File: src/rtl/bp_clint_ctrl.sv
// Core-local interruptor (CLINT) controller.
// Holds the per-core software-interrupt bits (msip), the per-core timer
// compare registers (mtimecmp) and one shared, prescaled 64-bit mtime counter.
// It serves one load/store at a time: a valid/ready request handshake is
// followed by a valid/yumi response handshake. It drives one software
// interrupt line and one timer interrupt line for each core.
//
// Address map inside the 64 KiB device window at 0x0030_0000:
//   [15:14]=00 msip[idx]     (idx = addr[13:3])
//   [15:14]=01 mtimecmp[idx]
//   [15:14]=10 mtime         (addr[13:3] must be 0)
//   [15:14]=11 unmapped
// Every access must be 8-byte aligned.

module bp_clint_ctrl #(
  parameter int num_core_p    = 2,
  parameter int paddr_width_p = 40,
  parameter int timer_div_p   = 8
) (
  input  logic                     clk_i,
  input  logic                     reset_i,

  input  logic                     req_v_i,
  output logic                     req_ready_o,
  input  logic                     req_w_i,
  input  logic [paddr_width_p-1:0] req_addr_i,
  input  logic [63:0]              req_data_i,

  output logic                     resp_v_o,
  output logic [63:0]              resp_data_o,
  output logic                     resp_err_o,
  input  logic                     resp_yumi_i,

  output logic [num_core_p-1:0]    software_irq_o,
  output logic [num_core_p-1:0]    timer_irq_o
);

  // Width of the register index field, addr[13:3].
  localparam int idx_w = 11;
  // The prescaler needs at least one bit, even when timer_div_p is 1.
  localparam int ps_w  = (timer_div_p > 1) ? $clog2(timer_div_p) : 1;
  localparam logic [ps_w-1:0]            ps_last  = ps_w'(timer_div_p - 1);
  localparam logic [paddr_width_p-17:0]  dev_base = (paddr_width_p - 16)'(16'h0030);
  // The core count is held one bit wider than the index, so 2048 fits.
  localparam logic [idx_w:0]             num_core = (idx_w + 1)'(num_core_p);

  typedef enum logic {
    ready_s = 1'b0,
    resp_s  = 1'b1
  } state_e;

  state_e state_q, state_n;

  // Decode of the request address.
  logic [1:0]       region;
  logic [idx_w-1:0] idx;
  logic             dev_hit;
  logic             aligned;
  logic             idx_ok;
  logic             sel_mipi;
  logic             sel_cmp;
  logic             sel_mtime;
  logic             decode_err;
  logic [63:0]      load_data;

  logic             accept;
  logic             wr_en;

  // Architectural state.
  logic [num_core_p-1:0] msip;
  logic [63:0]           mtimecmp [num_core_p];
  logic [63:0]           mtime;
  logic [ps_w-1:0]       prescaler;
  logic                  tick;
  logic [num_core_p-1:0] timer_irq_q;

  // Captured response.
  logic [63:0]           resp_data_q;
  logic                  resp_err_q;

  // A request can be taken only while the FSM is in READY. Any req_v_i seen
  // in RESP is left pending for the requester to keep presenting.
  assign accept = req_v_i && (state_q == ready_s);
  assign wr_en  = accept && req_w_i;

  // State register: an asynchronous reset returns the FSM to READY, so any
  // pending response is dropped immediately.
  // NOTE: every flop uses <= so all registers sample the same pre-edge values;
  // using = here would make the result depend on statement and block order.
  always_ff @(posedge clk_i or posedge reset_i) begin
    if (reset_i) begin
      state_q <= ready_s;
    end else begin
      state_q <= state_n;
    end
  end

  // Next state: accept in READY, then hold RESP until the response is consumed.
  // NOTE: state_n gets a default before the case, so no path leaves it
  // unassigned and no latch is inferred.
  always_comb begin
    state_n = state_q;
    case (state_q)
      ready_s: if (req_v_i)     state_n = resp_s;
      resp_s:  if (resp_yumi_i) state_n = ready_s;
      default:                  state_n = ready_s;
    endcase
  end

  // Handshake outputs are a pure decode of the current state.
  always_comb begin
    req_ready_o = 1'b0;
    resp_v_o    = 1'b0;
    case (state_q)
      ready_s: req_ready_o = 1'b1;
      resp_s:  resp_v_o    = 1'b1;
      default: req_ready_o = 1'b0;
    endcase
  end

  // Address decode and load-data mux. A load of mtime sees the pre-update value.
  always_comb begin
    region     = req_addr_i[15:14];
    idx        = req_addr_i[13:3];
    dev_hit    = (req_addr_i[paddr_width_p-1:16] == dev_base);
    aligned    = (req_addr_i[2:0] == 3'b000);
    idx_ok     = ({1'b0, idx} < num_core);
    sel_mipi   = dev_hit && aligned && (region == 2'b00) && idx_ok;
    sel_cmp    = dev_hit && aligned && (region == 2'b01) && idx_ok;
    sel_mtime  = dev_hit && aligned && (region == 2'b10) && (idx == '0);
    decode_err = !(sel_mipi || sel_cmp || sel_mtime);

    load_data = '0;
    for (int i = 0; i < num_core_p; i++) begin
      if (idx == idx_w'(i)) begin
        if (sel_mipi) load_data = {63'b0, msip[i]};
        if (sel_cmp)  load_data = mtimecmp[i];
      end
    end
    if (sel_mtime) load_data = mtime;
  end

  // Response capture on acceptance. Stores and illegal addresses return 0.
  always_ff @(posedge clk_i or posedge reset_i) begin
    if (reset_i) begin
      resp_data_q <= '0;
      resp_err_q  <= 1'b0;
    end else if (accept) begin
      resp_data_q <= req_w_i ? 64'b0 : load_data;
      resp_err_q  <= decode_err;
    end
  end

  assign resp_data_o = resp_data_q;
  assign resp_err_o  = resp_err_q;

  // Software-interrupt bits: only bit 0 of the store data is kept.
  always_ff @(posedge clk_i or posedge reset_i) begin
    if (reset_i) begin
      msip <= '0;
    end else begin
      for (int i = 0; i < num_core_p; i++) begin
        if (wr_en && sel_mipi && (idx == idx_w'(i))) msip[i] <= req_data_i[0];
      end
    end
  end

  // Timer compare registers. They reset to all ones, so no timer interrupt
  // fires until software programs a compare value.
  // NOTE: this array needs a reset value, so it is built from resettable flops
  // and cannot map to RAM. Keep it small, or drop the reset if it is ever
  // moved into a memory macro.
  always_ff @(posedge clk_i or posedge reset_i) begin
    if (reset_i) begin
      for (int i = 0; i < num_core_p; i++) mtimecmp[i] <= '1;
    end else begin
      for (int i = 0; i < num_core_p; i++) begin
        if (wr_en && sel_cmp && (idx == idx_w'(i))) mtimecmp[i] <= req_data_i;
      end
    end
  end

  assign tick = (prescaler == ps_last);

  // mtime and its prescaler. A store to mtime takes priority over the tick
  // and restarts the prescaler. mtime wraps naturally at 2^64.
  always_ff @(posedge clk_i or posedge reset_i) begin
    if (reset_i) begin
      mtime     <= '0;
      prescaler <= '0;
    end else if (wr_en && sel_mtime) begin
      mtime     <= req_data_i;
      prescaler <= '0;
    end else if (tick) begin
      mtime     <= mtime + 64'd1;
      prescaler <= '0;
    end else begin
      prescaler <= prescaler + 1'b1;
    end
  end

  // Timer interrupts are registered from the current register values, so
  // they trail any change to mtime or mtimecmp by one cycle.
  always_ff @(posedge clk_i or posedge reset_i) begin
    if (reset_i) begin
      timer_irq_q <= '0;
    end else begin
      for (int i = 0; i < num_core_p; i++) timer_irq_q[i] <= (mtime >= mtimecmp[i]);
    end
  end

  assign timer_irq_o    = timer_irq_q;
  assign software_irq_o = msip;

endmodule

File: config.mk
export PLATFORM = sky130hd
export DESIGN_NAME = bp_clint_ctrl
export DESIGN_NICKNAME = d
export VERILOG_FILES = /design/src/rtl/bp_clint_ctrl.sv
export SDC_FILE = /design/constraint.sdc
export NUM_CORES = 1
export LEC_CHECK = 0
export BUFFER_PORTS_ARGS = -buffer_cell sky130_fd_sc_hd__buf_2
export CAP_MARGIN = 20
export CORE_MARGIN = 2
export CORE_UTILIZATION = 51
export DETAILED_ROUTE_END_ITERATION = 6
export GPL_TIMING_DRIVEN = 0
export PLACE_DENSITY = 0.72
export SLEW_MARGIN = 30
export SYNTH_ARGS = -nofsm -noshare
export SYNTH_HDL_FRONTEND = slang
export SYNTH_SLANG_ARGS = --single-unit
export TNS_END_PERCENT = 50
File: constraint.sdc
create_clock -name clk_i -period 7 [get_ports clk_i]
set_input_delay 0.35 -clock clk_i [delete_from_list [all_inputs] [get_ports clk_i]]
set_output_delay 0.35 -clock clk_i [all_outputs]
set_load 0.01 [all_outputs]
==> results of run 1 <==
-- power breakdown --
part	switching (mW)	internal [mW]	total, mW	leakage (nW)
Clock	0.645	1.04	1.68	0.533
Sequential	0.000571	1.54	1.54	3.20
Combinational	0.0945	0.0475	0.142	4.38
-- worst paths after layout --
path | startpoint | to | slack [ps] | cells past startpoint
worst max-delay path | mtimecmp[111] | timer_irq_o[0] | 3930 | 8
worst min-delay path | req_data_i[31] | mtimecmp[95] | 50 | 2
worst max register to register | mtimecmp[111] | timer_irq_o[0] | 3930 | 8
worst min register to register | prescaler[0] | prescaler[0] | 460 | 1
max in group asynchronous | reset_i | mtimecmp[15] | 5480 | 6
min in group asynchronous | reset_i | resp_data_o[45] | 430 | 3
-- state kept, by name, summed over array words and instances (netlist names) --
name,cells
mtime,64
mtimecmp,128
prescaler,3
resp_data_o,64
resp_err_o,1
software_irq_o,2
state_q,1
timer_irq_o,2
-- worst register-to-register path: stages, from the launching register on --
cell and delay, ps:
dfstp_2 540, inv_1 50, ha_1 290, nand4_1 200, nor4_1 720, nand2_1 270, a311oi_1 580, nor4_1 110
nor2_1 200
-- cell type report --
type                    instances  share of cell area [%]
plain buffers                  59                    1.31
flip-flops and latches        265                    37.5
multi-input cells            1030                    43.7
inverters                     135                    2.82
repair buffers                189                    6.06
diodes                          4                  0.0553
well taps                     390                    2.69
clock inverters                12                   0.884
clock buffers                  44                    4.99
-- routing by layer --
layer	vias to the layer above	part of all wire, %	GRT usage [%]
li1	5816	-	-
met1	6180	41	34.7
met2	419	49	47.7
met3	106	6.7	4.88
met4	2	3.4	10.7
met5	-	0.025	0
-- cells in the final DEF, fill, tap and decap left out, types with 30 or more instances in the layout --
master	instances
mux2i_1	64
nor4_1	30
buf_2	178
nand3_1	32
dfstp_2	128
clkbuf_1	56
a21oi_1	110
clkbuf_16	31
o21ai_0	93
xnor2_1	48
nand4_1	35
inv_1	134
nor2_1	100
mux2_2	130
dfrtp_1	137
a22oi_1	63
ha_1	131
nand2_1	62
-- kinds of logic after synthesis --
kind of cell               Yosys count  synth area share [%]
xor gates and xnor gates            63                  3.57
and+or+nand+nor                    340                  11.8
adders and majority gates          131                  10.6
buffers and inverters              194                  4.81
DFF                                265                  44.0
muxes                              195                  13.8
AOI/OAI and AO/OA                  301                  11.4
-- per-stage QoR --
stage / worst slack (ps) / hold slack [ps]
floorplan: 3260 / 414
global placement: 1630 / 426
detailed placement: 3910 / 441
CTS: 4040 / 28.9
global route: 3890 / 42.7
finish: 3930 / 46.0
==> flow_metrics.py, run 1 <==
metrics = {
    "run_status": {
        "outcome": "finished, final reports clean",
    },
    "floorplanning": {
        "design.core.area_mm2": 0.0297,
        "rows": 63,
        "fp.dieArea_mm2": 0.0317,
        "die_h_um": 178,
        "io_pins": 180,
        "initial_core_util_pct": 52.0,
        "die_x_um": 178,
    },
    "setup_path": {
        "critPathMaxStageDelay_ps": 720,
        "cp.arrival_ps": 3530,
        "path_buf_inv": 1,
        "cp_top_family": "simple AND/OR/NAND/NOR gates",
        "crit_type": "flop to flop",
        "cp_slowest_cell": "nor4_1",
        "worstPathRequired_ps": 7460,
        "path_max_fanout": 3,
        "cp-start-kind": "flop",
        "end_kind": "flop",
        "crit_chain": "inv_1 -> ha_1 -> nand4_1 -> nor4_1 -> nand2_1 -> a311oi_1 -> nor4_1 -> nor2_1",
        "cp_common_cell": "nor4_1",
    },
    "synth": {
        "synthesis.area_mm2": 0.0154,
        "syn_inst": 1489,
        "synth.most_common_cell": "dfrtp_1",
        "yosysSeqAreaShare_pct": 44.0,
        "yosysTopAreaCellShare_pct": 22.2,
        "yosysTopAreaCell": "dfrtp_1",
        "yosys_register_bits": 265,
        "syn-num-nets": 1729,
        "synth_warnings": 0,
        "synthTopCellsByCount": "dfrtp_1 (137), inv_1 (135), ha_1 (131), mux2_2 (130), dfstp_2 (128)",
        "synth_edf_count": 0,
        "synth.avg_cell_area_um2": 10.4,
        "postSynth.asyncResetShare_pct": 100,
        "synth_area_leaders": "dfrtp_1 (22%), dfstp_2 (22%), ha_1 (11%)",
        "synth.distinct_cells": 58,
        "synth_ff_type": "dfrtp_1",
    },
    "routing": {
        "vias": 12500,
        "drc": 0,
        "viasPerCell": 5.88,
        "wire_per_inst_um": 20.4,
        "drtPass1Iterations": 7,
        "drt_iter0_drc": 858,
        "antenna_left": 0,
        "wirelength_um": 43400,
    },
    "power": {
        "p_total_mw": 3.36,
        "p_leak_nw": 8.11,
        "power_density_mw_per_mm2": 186,
        "irDropWorstVdd_v": 0.000195,
    },
    "clock_network": {
        "numClockSinks": 265,
        "cts_made_buffers": 30,
        "ctsHoldBuffers": 2,
        "clockBufferDepth": 3,
        "root_buffer": "clkbuf_16",
        "post-cts-setup-buffer-count": 0,
        "cts_resized": 0,
        "cts_tree": "yes",
        "clkTransAtPathRegs_ps": 60,
        "worstSkewPairLatency_ps": 570,
        "htreeDepth": 1,
    },
    "cells_and_area": {
        "nNetsFinal": 1950,
        "area_growth_pct": 17.3,
        "n_fill_cell": 2483,
        "finalInstanceArea_mm2": 0.0181,
        "instances_no_fill": 2128,
        "post-route-util_pct": 61.0,
        "regArea_mm2": 0.00679,
        "post_route_cells_drive_above_1_share_pct": 29.6,
        "multi_input_area_mm2": 0.00791,
    },
    "sta": {
        "fmax_ghz": 0.326,
        "skew_ps": 19.4,
        "slew_viol_final": 0,
        "tightest_slew_ps": 944,
        "setup_tns_ps": 0,
        "max_slew_margin_pct": 35.4,
        "rsz0062_at_grt": "false",
        "min_period_ps": 3070,
        "finalCritPeriodShare_pct": 43.9,
        "setup_viol": 0,
        "hold_viol": 0,
    },
    "place": {
        "gp_congestion": 0.913,
        "hpwl_um": 32300,
        "dpl_cell_area_mm2": 0.0170,
        "dpl.cell_count": 2066,
        "io_buffers": 178,
    },
    "global_route": {
        "first_global_vias": 12800,
        "grt_use_total_pct": 27.7,
        "grt_pass1_wl_um": 68600,
        "grt_max_degree": 32,
        "grt_antenna_before_repair": 5,
        "gr-total-overflow": 0,
    },
    "run": {
        "maxCapViolations": 0,
    },
    "min_path": {
        "hp-class": "input pin to flop",
    },
}
Power figures use the tool's default switching activity.
==> inputs of run 2 (changes only) <==
--- a/config.mk
+++ b/config.mk
@@ -11,7 +11,7 @@
 export CORE_UTILIZATION = 51
 export DETAILED_ROUTE_END_ITERATION = 6
 export GPL_TIMING_DRIVEN = 0
-export PLACE_DENSITY = 0.72
+export PLACE_DENSITY = 0.69
 export SLEW_MARGIN = 30
 export SYNTH_ARGS = -nofsm -noshare
 export SYNTH_HDL_FRONTEND = slang
==> constraint.sdc (replaced) <==
create_clock -name clk_i -period 3.1 [get_ports clk_i]
set_input_delay 0.155 -clock clk_i [delete_from_list [all_inputs] [get_ports clk_i]]
set_output_delay 0.155 -clock clk_i [all_outputs]
set_load 0.01 [all_outputs]
==> flow_metrics.py, run 2 (synthesis results as in run 1) <==
metrics = {
    "global_route": {
        "grt_max_degree": 31,
        "grt_pass1_wl_um": 69400,
        "busiest_layer": "met2",
        "grt_antenna_before_repair": 4,
        "gr-total-overflow": 0,
        "grt_use_met1_pct": 36.2,
        "first_global_vias": 12900,
        "grt_use_total_pct": 28.1,
        "groute.layer.met2.usage_pct": 48.4,
        "grtUsageMet3_pct": 4.13,
    },
    "min_path": {
        "hp-class": "input pin to flop",
        "hold_depth": 3,
    },
    "setup_path": {
        "critPathMaxStageDelay_ps": 820,
        "r2r_cells": 8,
        "rrSetupSlack_ps": 200,
        "reg2reg_from": "mtimecmp[57]",
        "worstSetupEndpoint": "timer_irq_o[1]",
        "cp.arrival_ps": 3270,
        "path_max_fanout": 3,
        "worstPathRequired_ps": 3470,
        "crit_type": "flop to flop",
        "cp_slowest_cell": "a2111oi_0",
        "crit_path_start": "mtimecmp[57]",
        "end_kind": "flop",
        "crit_chain": "inv_1 -> ha_1 -> a21oi_1 -> nor2_1 -> a211oi_1 -> o21ai_0 -> a2111oi_0 -> a31oi_1",
        "cp-start-kind": "flop",
        "rr_endpoint": "timer_irq_o[1]",
    },
    "place": {
        "post-place-ws_ps": 171,
        "dpl_cell_area_mm2": 0.0171,
        "io_buffers": 178,
        "hpwl_um": 32300,
        "gp_congestion": 0.917,
    },
    "floorplanning": {
        "rows": 63,
        "die_h_um": 178,
        "die_x_um": 178,
        "design.core.area_mm2": 0.0297,
        "initial_core_util_pct": 52.0,
        "fp.dieArea_mm2": 0.0317,
        "io_pins": 180,
    },
    "sta": {
        "hold_viol": 0,
        "layout_setup_ws_ps": 199,
        "finalCritPeriodShare_pct": 93.6,
        "setup_viol": 0,
        "fmax_ghz": 0.345,
        "rsz0062_at_grt": "false",
        "max_slew_margin_pct": 33.5,
        "slew_viol_final": 0,
        "skew_ps": 19.3,
        "tightest_slew_ps": 998,
        "min_period_ps": 2900,
    },
    "power": {
        "p_leak_nw": 8.41,
        "irDropWorstVdd_v": 0.000465,
        "power_density_mw_per_mm2": 412,
    },
    "routing": {
        "drtPass1Iterations": 5,
        "wirelength_um": 43900,
        "antenna_left": 0,
        "viasPerCell": 5.75,
        "drc": 0,
        "drt_iter0_drc": 817,
        "wire_per_inst_um": 20.0,
        "vias": 12600,
    },
    "cells_and_area": {
        "largest_reg_flops": 128,
        "post_route_cells_drive_above_1_share_pct": 28.7,
        "finalInstanceArea_mm2": 0.0188,
        "nNetsFinal": 2017,
        "n_fill_cell": 2473,
        "mostFrequentLayoutCell": "buf_2",
        "top_register": "mtimecmp",
        "final_cell_mix": "buf_2 (178), dfrtp_1 (137), inv_1 (134)",
        "area_growth_pct": 22.0,
    },
    "run": {
        "maxCapViolations": 0,
    },
    "clock_network": {
        "htreeDepth": 1,
        "clockBufferDepth": 3,
        "cts_tree": "yes",
        "root_buffer": "clkbuf_16",
        "clkTransAtPathRegs_ps": 60,
        "cts_made_buffers": 30,
        "worstSkewPairLatency_ps": 580,
        "numClockSinks": 265,
    },
    "run_status": {
        "outcome": "finished, final reports clean",
    },
}
[run 2: cell count changes in the layout (fill, tap and decap cells not counted), moves of 2 or more]
cell           change
clkinv_2           -3
diode_2            -3
buf_16             +2
dlygate4sd3_1     +66
clkbuf_8           +2
[run 2: cell type report]
cell class / instances / area [um^2] / share of cell area, %
clock buffers: 44 / 903 / 4.79
repair buffers: 256 / 1790 / 9.52
well taps: 390 / 488 / 2.59
flip-flops and latches: 265 / 6790 / 36.0
inverters: 135 / 510 / 2.71
plain buffers: 59 / 236 / 1.25
multi-input cells: 1030 / 7930 / 42.1
clock inverters: 11 / 191 / 1.02
diodes: 1 / 2.50 / 0.0133
[run 2: where the power goes]
part | internal, mW | total [mW] | switching [mW]
registers | 3.47 | 3.47 | 0.00130
clock network | 2.42 | 3.90 | 1.48
logic | 0.166 | 0.392 | 0.226
total | 6.06 | 7.76 | 1.70
[run 2: per-layer routing]
layer | vias to the layer above | part of all wire, %
met3 | 91 | 4.9
met4 | 4 | 3.1
met1 | 6245 | 43
met2 | 313 | 49
met5 | - | 0.050
li1 | 5939 | -
[run 2: worst min-delay path by stage]
stage | endpoint | from
finish | software_irq_o[1] | req_addr_i[14]
detailed placement | resp_data_o[42] | reset_i
global placement | state_q | resp_yumi_i
CTS | software_irq_o[1] | req_addr_i[14]
global route | software_irq_o[1] | req_addr_i[14]
floorplan | state_q | resp_yumi_i
[run 2: timing repair]
action / in CTS / in global routing
hold buffers: 68 / 0
setup buffers: 0 / 0
hold endpoints to repair: 236 / 0
gates resized for setup: 0 / 2
endpoints found under the setup margin: 0 / 2
[run 2: worst max-delay path: cells and delay by family, from the launching register on]
family	cells	cell delay (ps)
compound gates	5	1760
fa+ha+maj	1	290
buf+inv	1	40
flops	1	540
simple gates	1	60
[run 2: metrics by stage]
stage	hold slack, ps	TNS (ps)	utilization (%)	cells	power, mW
after global routing	45.9	0	63.4	2190	7.99
after global placement	336	-384670	56.6	2057	3.81
after floorplan	251	-61380	-	1489	3.65
after detailed placement	176	0	57.4	2067	3.85
final	19.1	0	63.4	2191	7.76
after CTS	3.40	0	63.4	2190	7.81
